$ cat src/rtl/interrupt_controller_if.sv
// Core-side signal bundle for the interrupt controller.
// The slave modport is the controller; the master modport is the core or a test driver.
interface interrupt_controller_if;
  logic [8:0]  irq;
  logic        int_enable;
  logic        instr_boundary;
  logic [15:0] pc_current;
  logic        reti;
  logic        r_backup;
  logic        r_restore;
  logic [15:0] return_address_input;
  logic        return_address_write;
  logic [8:0]  interrupt_input;
  logic        interrupt_write;
  logic        pc_load;
  logic [15:0] pc_load_value;
  logic        stall;
  logic        in_service;
  logic [3:0]  active_index;

  modport slave (
    input  irq, int_enable, instr_boundary, pc_current, reti,
    output r_backup, r_restore, return_address_input, return_address_write,
           interrupt_input, interrupt_write, pc_load, pc_load_value,
           stall, in_service, active_index
  );

  modport master (
    output irq, int_enable, instr_boundary, pc_current, reti,
    input  r_backup, r_restore, return_address_input, return_address_write,
           interrupt_input, interrupt_write, pc_load, pc_load_value,
           stall, in_service, active_index
  );
endinterface

$ cat src/rtl/interrupt_controller.sv
// Nine-line edge-triggered interrupt controller.
// It handles context save, vectoring, a single non-nested service, and restore.
//
// state   | meaning
// IDLE    | waiting for pending request with enable and instruction boundary
// SAVE    | back up accumulator, write return address, stall core
// VECTOR  | load PC with handler address, stall core
// SERVICE | handler running, waiting for reti
// RESTORE | restore accumulator, stall core, then back to IDLE
module interrupt_controller #(
  parameter logic [15:0] VECTOR_BASE = 16'h0100
) (
  input logic                    clk,
  input logic                    reset,
  interrupt_controller_if.slave  bus
);

  typedef enum logic [2:0] {IDLE, SAVE, VECTOR, SERVICE, RESTORE} state_t;

  state_t      state;
  logic [8:0]  irq_prev;
  logic [8:0]  pending;
  logic [8:0]  rise;
  logic [8:0]  clr;
  logic [8:0]  pending_next;
  logic [3:0]  active_index;
  logic [3:0]  lowest_idx;
  logic        take;

  assign bus.interrupt_input = pending;
  assign bus.active_index    = active_index;

  // A rise that lands on the same edge as the SAVE clear must win.
  always_comb begin
    rise         = bus.irq & ~irq_prev;
    clr          = '0;
    if (state == SAVE) clr = 9'b1 << active_index;
    pending_next = (pending & ~clr) | rise;
    lowest_idx   = '0;
    for (int i = 8; i >= 0; i--) begin
      if (pending[i]) lowest_idx = 4'(i);
    end
    take = (state == IDLE) && (pending != '0) && bus.int_enable && bus.instr_boundary;
  end

  always_ff @(posedge clk) begin
    if (reset) begin
      state                    <= IDLE;
      irq_prev                 <= '0;
      pending                  <= '0;
      active_index             <= '0;
      bus.interrupt_write      <= 1'b0;
      bus.r_backup             <= 1'b0;
      bus.r_restore            <= 1'b0;
      bus.return_address_write <= 1'b0;
      bus.return_address_input <= '0;
      bus.pc_load              <= 1'b0;
      bus.pc_load_value        <= '0;
      bus.stall                <= 1'b0;
      bus.in_service           <= 1'b0;
    end else begin
      irq_prev                 <= bus.irq;
      pending                  <= pending_next;
      bus.interrupt_write      <= (pending_next != pending);
      bus.r_backup             <= 1'b0;
      bus.r_restore            <= 1'b0;
      bus.return_address_write <= 1'b0;
      bus.return_address_input <= '0;
      bus.pc_load              <= 1'b0;
      bus.pc_load_value        <= '0;
      bus.stall                <= 1'b0;
      bus.in_service           <= 1'b0;
      case (state)
        IDLE: begin
          if (take) begin
            state                    <= SAVE;
            active_index             <= lowest_idx;
            bus.r_backup             <= 1'b1;
            bus.return_address_write <= 1'b1;
            bus.return_address_input <= bus.pc_current;
            bus.stall                <= 1'b1;
          end
        end
        SAVE: begin
          state             <= VECTOR;
          bus.pc_load       <= 1'b1;
          bus.pc_load_value <= VECTOR_BASE + {10'b0, active_index, 2'b00};
          bus.stall         <= 1'b1;
        end
        VECTOR: begin
          state          <= SERVICE;
          bus.in_service <= 1'b1;
        end
        SERVICE: begin
          if (bus.reti) begin
            state         <= RESTORE;
            bus.r_restore <= 1'b1;
            bus.stall     <= 1'b1;
          end else begin
            bus.in_service <= 1'b1;
          end
        end
        RESTORE: state <= IDLE;
        default: state <= IDLE;
      endcase
    end
  end

endmodule

$ cat src/flat_wrapper.sv
// flat-port wrapper written by rule: the top's interface ports become plain ports
module interrupt_controller_flat 
#(
  parameter logic [15:0] VECTOR_BASE = 16'h0100
)
  (clk, reset, bus_irq, bus_int_enable, bus_instr_boundary, bus_pc_current, bus_reti, bus_r_backup, bus_r_restore, bus_return_address_input, bus_return_address_write, bus_interrupt_input, bus_interrupt_write, bus_pc_load, bus_pc_load_value, bus_stall, bus_in_service, bus_active_index);
  interrupt_controller_if bus_i ();
  input logic clk;
  input logic reset;
  input wire logic [$bits(bus_i.irq)-1:0] bus_irq;
  input wire logic [$bits(bus_i.int_enable)-1:0] bus_int_enable;
  input wire logic [$bits(bus_i.instr_boundary)-1:0] bus_instr_boundary;
  input wire logic [$bits(bus_i.pc_current)-1:0] bus_pc_current;
  input wire logic [$bits(bus_i.reti)-1:0] bus_reti;
  output wire logic [$bits(bus_i.r_backup)-1:0] bus_r_backup;
  output wire logic [$bits(bus_i.r_restore)-1:0] bus_r_restore;
  output wire logic [$bits(bus_i.return_address_input)-1:0] bus_return_address_input;
  output wire logic [$bits(bus_i.return_address_write)-1:0] bus_return_address_write;
  output wire logic [$bits(bus_i.interrupt_input)-1:0] bus_interrupt_input;
  output wire logic [$bits(bus_i.interrupt_write)-1:0] bus_interrupt_write;
  output wire logic [$bits(bus_i.pc_load)-1:0] bus_pc_load;
  output wire logic [$bits(bus_i.pc_load_value)-1:0] bus_pc_load_value;
  output wire logic [$bits(bus_i.stall)-1:0] bus_stall;
  output wire logic [$bits(bus_i.in_service)-1:0] bus_in_service;
  output wire logic [$bits(bus_i.active_index)-1:0] bus_active_index;
  assign bus_i.irq = bus_irq;
  assign bus_i.int_enable = bus_int_enable;
  assign bus_i.instr_boundary = bus_instr_boundary;
  assign bus_i.pc_current = bus_pc_current;
  assign bus_i.reti = bus_reti;
  assign bus_r_backup = bus_i.r_backup;
  assign bus_r_restore = bus_i.r_restore;
  assign bus_return_address_input = bus_i.return_address_input;
  assign bus_return_address_write = bus_i.return_address_write;
  assign bus_interrupt_input = bus_i.interrupt_input;
  assign bus_interrupt_write = bus_i.interrupt_write;
  assign bus_pc_load = bus_i.pc_load;
  assign bus_pc_load_value = bus_i.pc_load_value;
  assign bus_stall = bus_i.stall;
  assign bus_in_service = bus_i.in_service;
  assign bus_active_index = bus_i.active_index;
  interrupt_controller #(.VECTOR_BASE(VECTOR_BASE)) u_core (.clk(clk), .reset(reset), .bus(bus_i));
endmodule
$ cat config.mk
export PLATFORM = sky130hd
export DESIGN_NAME = interrupt_controller_flat
export DESIGN_NICKNAME = d
export VERILOG_FILES = /design/src/rtl/interrupt_controller_if.sv /design/src/rtl/interrupt_controller.sv /design/src/flat_wrapper.sv
export SDC_FILE = /design/constraint.sdc
export NUM_CORES = 1
export LEC_CHECK = 0
export CAP_MARGIN = 20
export CELL_PAD_IN_SITES_DETAIL_PLACEMENT = 1
export CELL_PAD_IN_SITES_GLOBAL_PLACEMENT = 1
export CORE_MARGIN = 5
export CORE_UTILIZATION = 27
export DETAILED_ROUTE_END_ITERATION = 16
export GPL_ROUTABILITY_DRIVEN = 0
export PLACE_DENSITY = 0.75
export REMOVE_ABC_BUFFERS = 1
export SETUP_SLACK_MARGIN = 0.2
export SYNTH_ARGS = -nofsm -noshare
export SYNTH_HDL_FRONTEND = slang
export SYNTH_SLANG_ARGS = --single-unit
$ cat constraint.sdc
create_clock -name clk -period 1.55 [get_ports clk]
set_input_delay 0.155 -clock clk [delete_from_list [all_inputs] [get_ports clk]]
set_output_delay 0.155 -clock clk [all_outputs]
set_load 0.005 [all_outputs]
### Yosys cells after proc, flatten, opt, wreduce, memory -nomap -nowiden

Index checks and enable logic that the tools add are counted.

* flip-flop bits (word level): 63
* input port bits: 30
* logic and storage cells: 59
* output and inout bits: 52

* muxes and demuxes: 19
* add/subtract/negate cells: 1
* reduce and logical (&&, ||, !) cells: 11
* bitwise gates (word level): 9
* equality and inequality tests: 6
* shift operators: 1

Operator list (number)
* $mux W4: 9
* $and A9 B9 Y9: 2
* $not A9 Y9: 2
* $pmux W3 S4: 1
* $add A9 B6 Y10 const A: 1
* $mux W9: 1
* $ne A9 B9 Y1: 1
* $or A9 B9 Y9: 1
* $reduce_bool A9 Y1: 1
* $shl A1 B4 Y9 const A: 1
* $eq A3 B2 Y1 const B: 2
* $mux W3: 2
* $reduce_or A2 Y1: 3
* $mux W1: 4
* $not A1 Y1: 4
* $reduce_and A2 Y1: 2
* $eq A3 B1 Y1 const B: 1
* $logic_and A1 B1 Y1: 3
* $logic_not A3 Y1: 1
* $pmux W1 S3: 1
* $reduce_or A3 Y1: 1
* $ne A2 B1 Y1 const B: 1
* $ne A2 B2 Y1 const B: 1
* $pmux W1 S2: 1

### Longest topological paths before layout

Gate-level depths: netlist (run 1).

* depth in word-level cells: 9
* gate-level depth with buffers: 6

### Worst setup path after synthesis (run 1)

Ideal clock, no wire load.

* path kind: flip-flop to flip-flop
* start point: register u_core.state[0]
* end point: register u_core.bus.interrupt_write
* arrival time: 1.585 ns
* stages on the path, launching flop included: 6
* data required time: 1.473 ns
* slack: -0.112 ns
* clock period less this slack: 1.662 ns
* cells stage by stage: dfxtp_1 > or3b_1 > or3b_4 > a41o_1 > o21a_1 > a41oi_2

* word-level cells in the longest chain between the ends: 6

RTL lines
* start: declaration: RTL line interrupt_controller.sv:20 `state_t state;`
* start signal: assignment: RTL line interrupt_controller.sv:48 `state <= IDLE;`
* start signal: assignment: RTL line interrupt_controller.sv:76 `state <= SAVE;`
* start signal: assignment: RTL line interrupt_controller.sv:85 `state <= VECTOR;`
* $eq A3 B1 Y1: RTL line interrupt_controller.sv:37 `if (state == SAVE) clr = 9'b1 << active_index;`
* $mux W9: RTL line interrupt_controller.sv:37
* $not A9 Y9: RTL line interrupt_controller.sv:38 `pending_next = (pending & ~clr) | rise;`
* $and A9 B9 Y9: RTL line interrupt_controller.sv:38
* $or A9 B9 Y9: RTL line interrupt_controller.sv:38
* $ne A9 B9 Y1: RTL line interrupt_controller.sv:64 `bus.interrupt_write <= (pending_next != pending);`
* end signal: assignment: RTL line interrupt_controller.sv:64
* end: declaration: RTL line interrupt_controller_if.sv:24 `interrupt_input, interrupt_write, pc_load, pc_load_value,`

No other way between the ends.
A chain may end at the register's enable or synchronous reset.

### Final worst setup path (run 1)

* start point: register u_core.state[2]
* end point: register u_core.bus.interrupt_write

The elaborated chain is that of the path after synthesis.

==> flow_summary_export.csv, run 1 <==
group,metric,value,unit
status,status,"complete, but fails checks",
status,violations,"setup timing",
grt,antenna_found_initial,0,
drt,drt-vias-per-instance,4.52,
logic_synthesis,synth_area_per_cell,9.66,µm²
flow_run,drv_cap,0,
floorplan,core,6870,µm²
setup_path,r2r_setup_slack,-0.17,ns
clock_network,clock-sinks,52,
clock_network,path_clk_slew,0.10,ns
placed_design,port_buffers,70,
clock_network,numCtsBuffers,5,
logic_synthesis,synth_top_area_share,0.541,
drt,wl,6540,µm
cells_and_area,postLayoutCellArea,3420,µm²
drt,drc,0,
drt,num_vias,1835,
logic_synthesis,ys_top_cells_by_area,"dfxtp_1, and2_1, buf_4",
logic_synthesis,yosysSeqAreaShare,0.541,
drt,wl_per_cell,16.1,µm
grt,grt_pass1_wl,10300,µm
logic_synthesis,synth_simple_gate_area_frac,0.253,
setup_path,reg2reg_depth,5,
cells_and_area,regArea,1060,µm²
power_and_ir_drop,p_leak,1.42,nW
floorplan,start_util,0.280,
setup_path,cp-end-kind,"flop",
timing,rsz0062_at_grt,"true",
cells_and_area,multi_input_area,1000,µm²
grt,grt_usage,0.150,
floorplan,dieArea,8910,µm²
min_path,hold_path.class,"in2reg",
cells_and_area,drive_gt1_frac,0.358,
logic_synthesis,ys.flop_type,"dfxtp_1",
timing,fmax,582,MHz
placed_design,dp_hpwl,4290,µm
clock_network,root_buffer,"clkbuf_8",
power_and_ir_drop,p_per_area,904,nW/µm²
power_and_ir_drop,p_total,3.10,mW
grt,grt_pass1_vias,2043,
setup_path,cp.arrival,1.95,ns
logic_synthesis,synth.distinct_cells,40,
timing,worst_slack,-0.169,ns
drt,drt_iter0_markers,55,
logic_synthesis,synth_area,1920,µm²
logic_synthesis,synthArstFlopShare,0,
cells_and_area,area.growth.synth_to_final,78.1,%
setup_path,worstPathMaxFanout,3,
cells_and_area,nets,339,
clock_network,cts_hold_buf,0,
clock_network,htreeDepth,2,
setup_path,cp_data_required_time,1.78,ns
logic_synthesis,muxShareOfSynthArea,0,
floorplan,fp.dieH,94.4,µm
logic_synthesis,synth_edf_count,0,
min_path,whs_path_depth,2,
timing,setup_violations,26,
clock_network,clock_latency,0.31,ns
logic_synthesis,synth_compound_area_frac,0.139,
clock_network,clock_path_buffers,2,
timing,skew,0.0119,ns
timing,final_hold_viol_count,0,
placed_design,dpl_cell_area,2890,µm²
logic_synthesis,synth_cells,199,
logic_synthesis,yosys.area.top_type,"dfxtp_1",
logic_synthesis,synth_fa_ha_area_frac,0,
drt,drt-pass1-iter-count,4,
setup_path,startpoint_type,"flop",
logic_synthesis,synthXorXnorAreaFrac,0,
drt,antenna_left,0,
floorplan,io_pins,82,
logic_synthesis,yosysWarningCount,0,
clock_network,cts_tree,"built",
floorplan,die_w,94.4,µm
logic_synthesis,synth_top_family_by_area,"simple AND/OR/NAND/NOR gates",
setup_path,path_class,"reg2reg",
floorplan,rows,30,
grt,overflow,0,
timing,min_period,1.72,ns
power_and_ir_drop,vdd_drop_max,0.000441,V
cells_and_area,n_antenna_cell,0,
cells_and_area,fill_cells,778,
grt,grt_max_degree,19,
timing,min_period_over_period,1.11,
timing,maxSlewViolCount,0,
logic_synthesis,ys_ff_latch,52,
## logic make-up after synthesis
group,count (synthesis)
AOI/OAI and AO/OA,42
other,1
and+or+nand+nor,83
buffers and inverters,21
DFF,52
## timing repair
action / 4_1_cts / 5_1_grt
pin swaps: 20 / 29
buffers inserted: 8 / 2
setup endpoints to repair: 46 / 44
gates resized for setup: 69 / 32
cloned: 2 / 0
## routing by layer
| layer | global-route usage | part of all wire | vias up | wire length [µm] |
|---|---|---|---|---|
| met3 | 0.0311 | 0.044 | 10 | 285 |
| met4 | 0.0517 | 0.020 | 0 | 130 |
| met2 | 0.283 | 0.55 | 52 | 3600 |
| met1 | 0.164 | 0.39 | 892 | 2520 |
| li1 | - | - | 881 | - |
| met5 | 0 | 0 | - | 0 |
## final timing paths
path                                              end                from
setup / recovery           u_core.bus.interrupt_write     u_core.state[2]
setup reg to reg           u_core.bus.interrupt_write     u_core.state[2]
hold reg to reg         u_core.bus.interrupt_input[2]  u_core.irq_prev[2]
hold / removal    u_core.bus.return_address_input[15]  bus_pc_current[15]
## power breakdown
part           total [mW]  switching, mW  internal, mW
registers            1.44         0.0338          1.41
clock network        1.02          0.449         0.570
logic               0.635          0.278         0.357
total                3.10          0.760          2.34
## stage by stage
stage | utilization | hold WS, ns | instances | setup TNS, ns | setup WS [ns]
2_1_floorplan | - | 0.218 | 191 | -0.136 | -0.112
3_3_place_gp | 0.420 | 0.538 | 386 | -4.96 | -0.258
3_5_place_dp | 0.420 | 0.545 | 386 | -6.24 | -0.329
4_1_cts | 0.480 | 0.400 | 404 | -0.755 | -0.144
5_1_grt | 0.499 | 0.413 | 406 | -2.33 | -0.216
6_report | 0.499 | 0.425 | 406 | -1.05 | -0.169
## final cells by class
cell class	count	share of cell area
timing repair buffer	111	0.322
sequential	52	0.309
inverter	3	0.00329
clock buffer	7	0.0281
multi-input combinational	136	0.293
tap	96	0.0351
clock inverter	1	0.00877
## layout by cell type (no fill, tap or decap), types with 2 or more instances in the layout
cell type	Yosys	layout
dlygate4sd2_1	0	11
dlymetal6s2s_1	0	4
nor2_1	13	11
o22ai_1	4	4
a21oi_1	14	8
a21oi_2	0	6
nor4_1	3	2
nor2b_1	10	10
nand2_1	9	8
buf_4	12	26
dfxtp_2	0	15
nand3_1	3	2
o31ai_4	0	2
or3b_4	1	2
clkdlybuf4s50_1	0	55
o21ai_0	10	3
buf_6	0	12
and2_4	0	15
nor2_4	0	2
nand2b_1	12	12
nor3_1	3	3
dfxtp_1	52	37
conb_1	1	11
inv_1	3	3
clkbuf_8	0	7
buf_16	0	2
o21ai_2	0	7
and2_1	20	5
## state kept, by name (all words and copies together), names as in the netlist, 3 cells and up
signal and count:
u_core.bus.return_address_input 16, u_core.bus.interrupt_input 9, u_core.irq_prev 9, u_core.bus.pc_load_value 5, u_core.bus.active_index 4, u_core.state 3
## synth_stat cells (4+ instances only)
library cell	instances
dfxtp_1	52
and2_1	20
a21oi_1	14
nor2_1	13
buf_4	12
nand2b_1	12
nor2b_1	10
o21ai_0	10
nand2_1	9
clkbuf_1	5
o22ai_1	4
## worst max-delay path: stages, from the launching register on
cell,delay (ns)
dfxtp_2,0.35
or3b_4,0.40
or3b_4,0.41
a41o_1,0.23
o21a_1,0.12
a41oi_2,0.13
Power figures use the tool's default switching activity.
==> inputs of run 2 (changes only) <==
SETUP_SLACK_MARGIN = 0.05   (was 0.2)
==> run 2 against run 1 <==
Compared with the run above: the flow still finishes with violations (setup timing); hold slack worse by 0.0090 ns; fmax up 1.6%; critical endpoint unchanged; critical path type unchanged; combinational power down 3.8%; first-iteration DRC count up 5.5%; register-to-register slack better by 0.03 ns; flip-flop and latch count unchanged.
==> flow_summary_export.csv, run 2 (synthesized netlist as in run 1, its figures left out) <==
group,metric,value,unit
grt,grt_usage,0.132,
setup_path,reg2reg_depth,5,
power_and_ir_drop,p_total,3.05,mW
timing,setup_violations,10,
timing,min_period_over_period,1.09,
grt,antenna_found_initial,0,
min_path,worstHoldStart,"bus_pc_current[14]",
clock_network,cts_tree,"built",
setup_path,worstPathMaxFanout,3,
timing,fin_hold_ws,0.416,ns
min_path,hold_path.class,"in2reg",
timing,min_period,1.69,ns
grt,overflow,0,
drt,wl,6160,µm
drt,drt-pass1-iter-count,4,
clock_network,clock-sinks,52,
cells_and_area,nets,338,
timing,final_hold_viol_count,0,
power_and_ir_drop,p_leak,1.32,nW
floorplan,core,6870,µm²
cells_and_area,drive_gt1_frac,0.314,
clock_network,htreeDepth,2,
placed_design,dp_hpwl,4290,µm
floorplan,io_pins,82,
cells_and_area,final_common_cell,"clkdlybuf4s50_1",
min_path,whs_path_depth,2,
power_and_ir_drop,p_per_area,918,nW/µm²
setup_path,startpoint_type,"flop",
floorplan,die_w,94.4,µm
cells_and_area,utilization,0.483,
setup_path,r2r_setup_slack,-0.14,ns
cells_and_area,area.growth.synth_to_final,72.7,%
status,violations,"setup timing",
drt,num_vias,1803,
floorplan,fp.dieH,94.4,µm
cells_and_area,layout_common_cells,"clkdlybuf4s50_1, dfxtp_1, buf_4",
setup_path,path_class,"reg2reg",
power_and_ir_drop,vdd_drop_max,0.000450,V
clock_network,path_clk_slew,0.09,ns
status,status,"complete, but fails checks",
setup_path,rr_endpoint,"u_core.bus.interrupt_write",
floorplan,dieArea,8910,µm²
timing,skew,0.00705,ns
setup_path,cp.arrival,1.92,ns
clock_network,root_buffer,"clkbuf_8",
placed_design,dp_slack,-0.329,ns
clock_network,cts_hold_buf,0,
clock_network,clock_latency,0.30,ns
floorplan,rows,30,
clock_network,clock_path_buffers,2,
drt,drt-vias-per-instance,4.45,
timing,setup-tns-final,-0.424,ns
cells_and_area,largest_register,"u_core.bus.return_address_input",
timing,worst_slack,-0.142,ns
grt,grt_max_degree,19,
cells_and_area,n_antenna_cell,0,
drt,drt_iter0_markers,58,
drt,antenna_left,0,
grt,grt_pass1_wl,9310,µm
placed_design,port_buffers,70,
timing,maxSlewViolCount,0,
cells_and_area,largest_reg_flops,16,
timing,fmax,591,MHz
drt,wl_per_cell,15.2,µm
drt,drc,0,
setup_path,cp_data_required_time,1.78,ns
min_path,hold_end,"u_core.bus.return_address_input[14]",
setup_path,cp-end-kind,"flop",
floorplan,start_util,0.280,
timing,rsz0062_at_grt,"true",
flow_run,drv_cap,0,
setup_path,reg2reg_from,"u_core.state[2]",
clock_network,numCtsBuffers,5,
grt,grt_pass1_vias,1929,
==> run 2: cell count changes in the layout (fill, tap and decap cells not counted), sizes merged <==
cell,previous run,this run
dlymetal6s2s,4,2
dlygate4sd2,11,1
clkdlybuf4s50,55,67
buf,41,40
==> run 2: repair_timing <==
action                     CTS  global route
gates resized for setup     24            43
setup buffers                6             6
setup endpoints to repair   33            39
pin swaps                   10            10
==> run 2: power by group <==
| group | leakage (nW) | switching [mW] | internal [mW] | total (mW) |
|---|---|---|---|---|
| clock | 0.0645 | 0.430 | 0.570 | 1.00 |
| sequential | 0.430 | 0.0324 | 1.41 | 1.44 |
| combinational | 0.822 | 0.262 | 0.349 | 0.611 |
==> run 2: worst max-delay path by stage <==
stage / start / end / slack, ns / cells past startpoint
2_1_floorplan: u_core.state[0] / u_core.bus.interrupt_write / -0.11 / 5
3_3_place_gp: bus_instr_boundary / u_core.bus.return_address_input[1] / -0.26 / 5
3_5_place_dp: bus_instr_boundary / u_core.bus.return_address_input[2] / -0.33 / 5
4_1_cts: u_core.state[2] / u_core.bus.interrupt_write / -0.13 / 5
5_1_grt: u_core.state[2] / u_core.bus.interrupt_write / -0.20 / 5
6_report: u_core.state[2] / u_core.bus.interrupt_write / -0.14 / 5
==> run 2: per-stage QoR <==
step                      std cells  area (µm²)
after floorplan                 191        1850
after global routing            405        3320
after global placement          386        2890
final                           405        3320
after detailed placement        386        2890
after CTS                       399        3140
==> run 2: metal layers <==
| layer | vias to the layer above | share of wire | GRT usage |
|---|---|---|---|
| met3 | 6 | 0.039 | 0.0295 |
| met1 | 874 | 0.40 | 0.148 |
| met4 | 0 | 0.0096 | 0.0409 |
| met5 | - | 0 | 0 |
| li1 | 877 | - | - |
| met2 | 46 | 0.55 | 0.249 |
==> run 2: layout make-up <==
class	count	area [µm²]
clock buffers	7	96.3
clock inverters	1	30.0
fillers	773	3550
inverters	3	11.3
multi-input cells	136	963
flip-flops and latches	52	1050
well taps	96	120
repair buffers	110	1050
==> run 2: critical path, cell delays in order, from the launching register on <==
cell	delay (ns)
dfxtp_2	0.33
or3b_4	0.41
or3b_4	0.41
a41o_1	0.23
o21a_1	0.12
a41oi_2	0.13
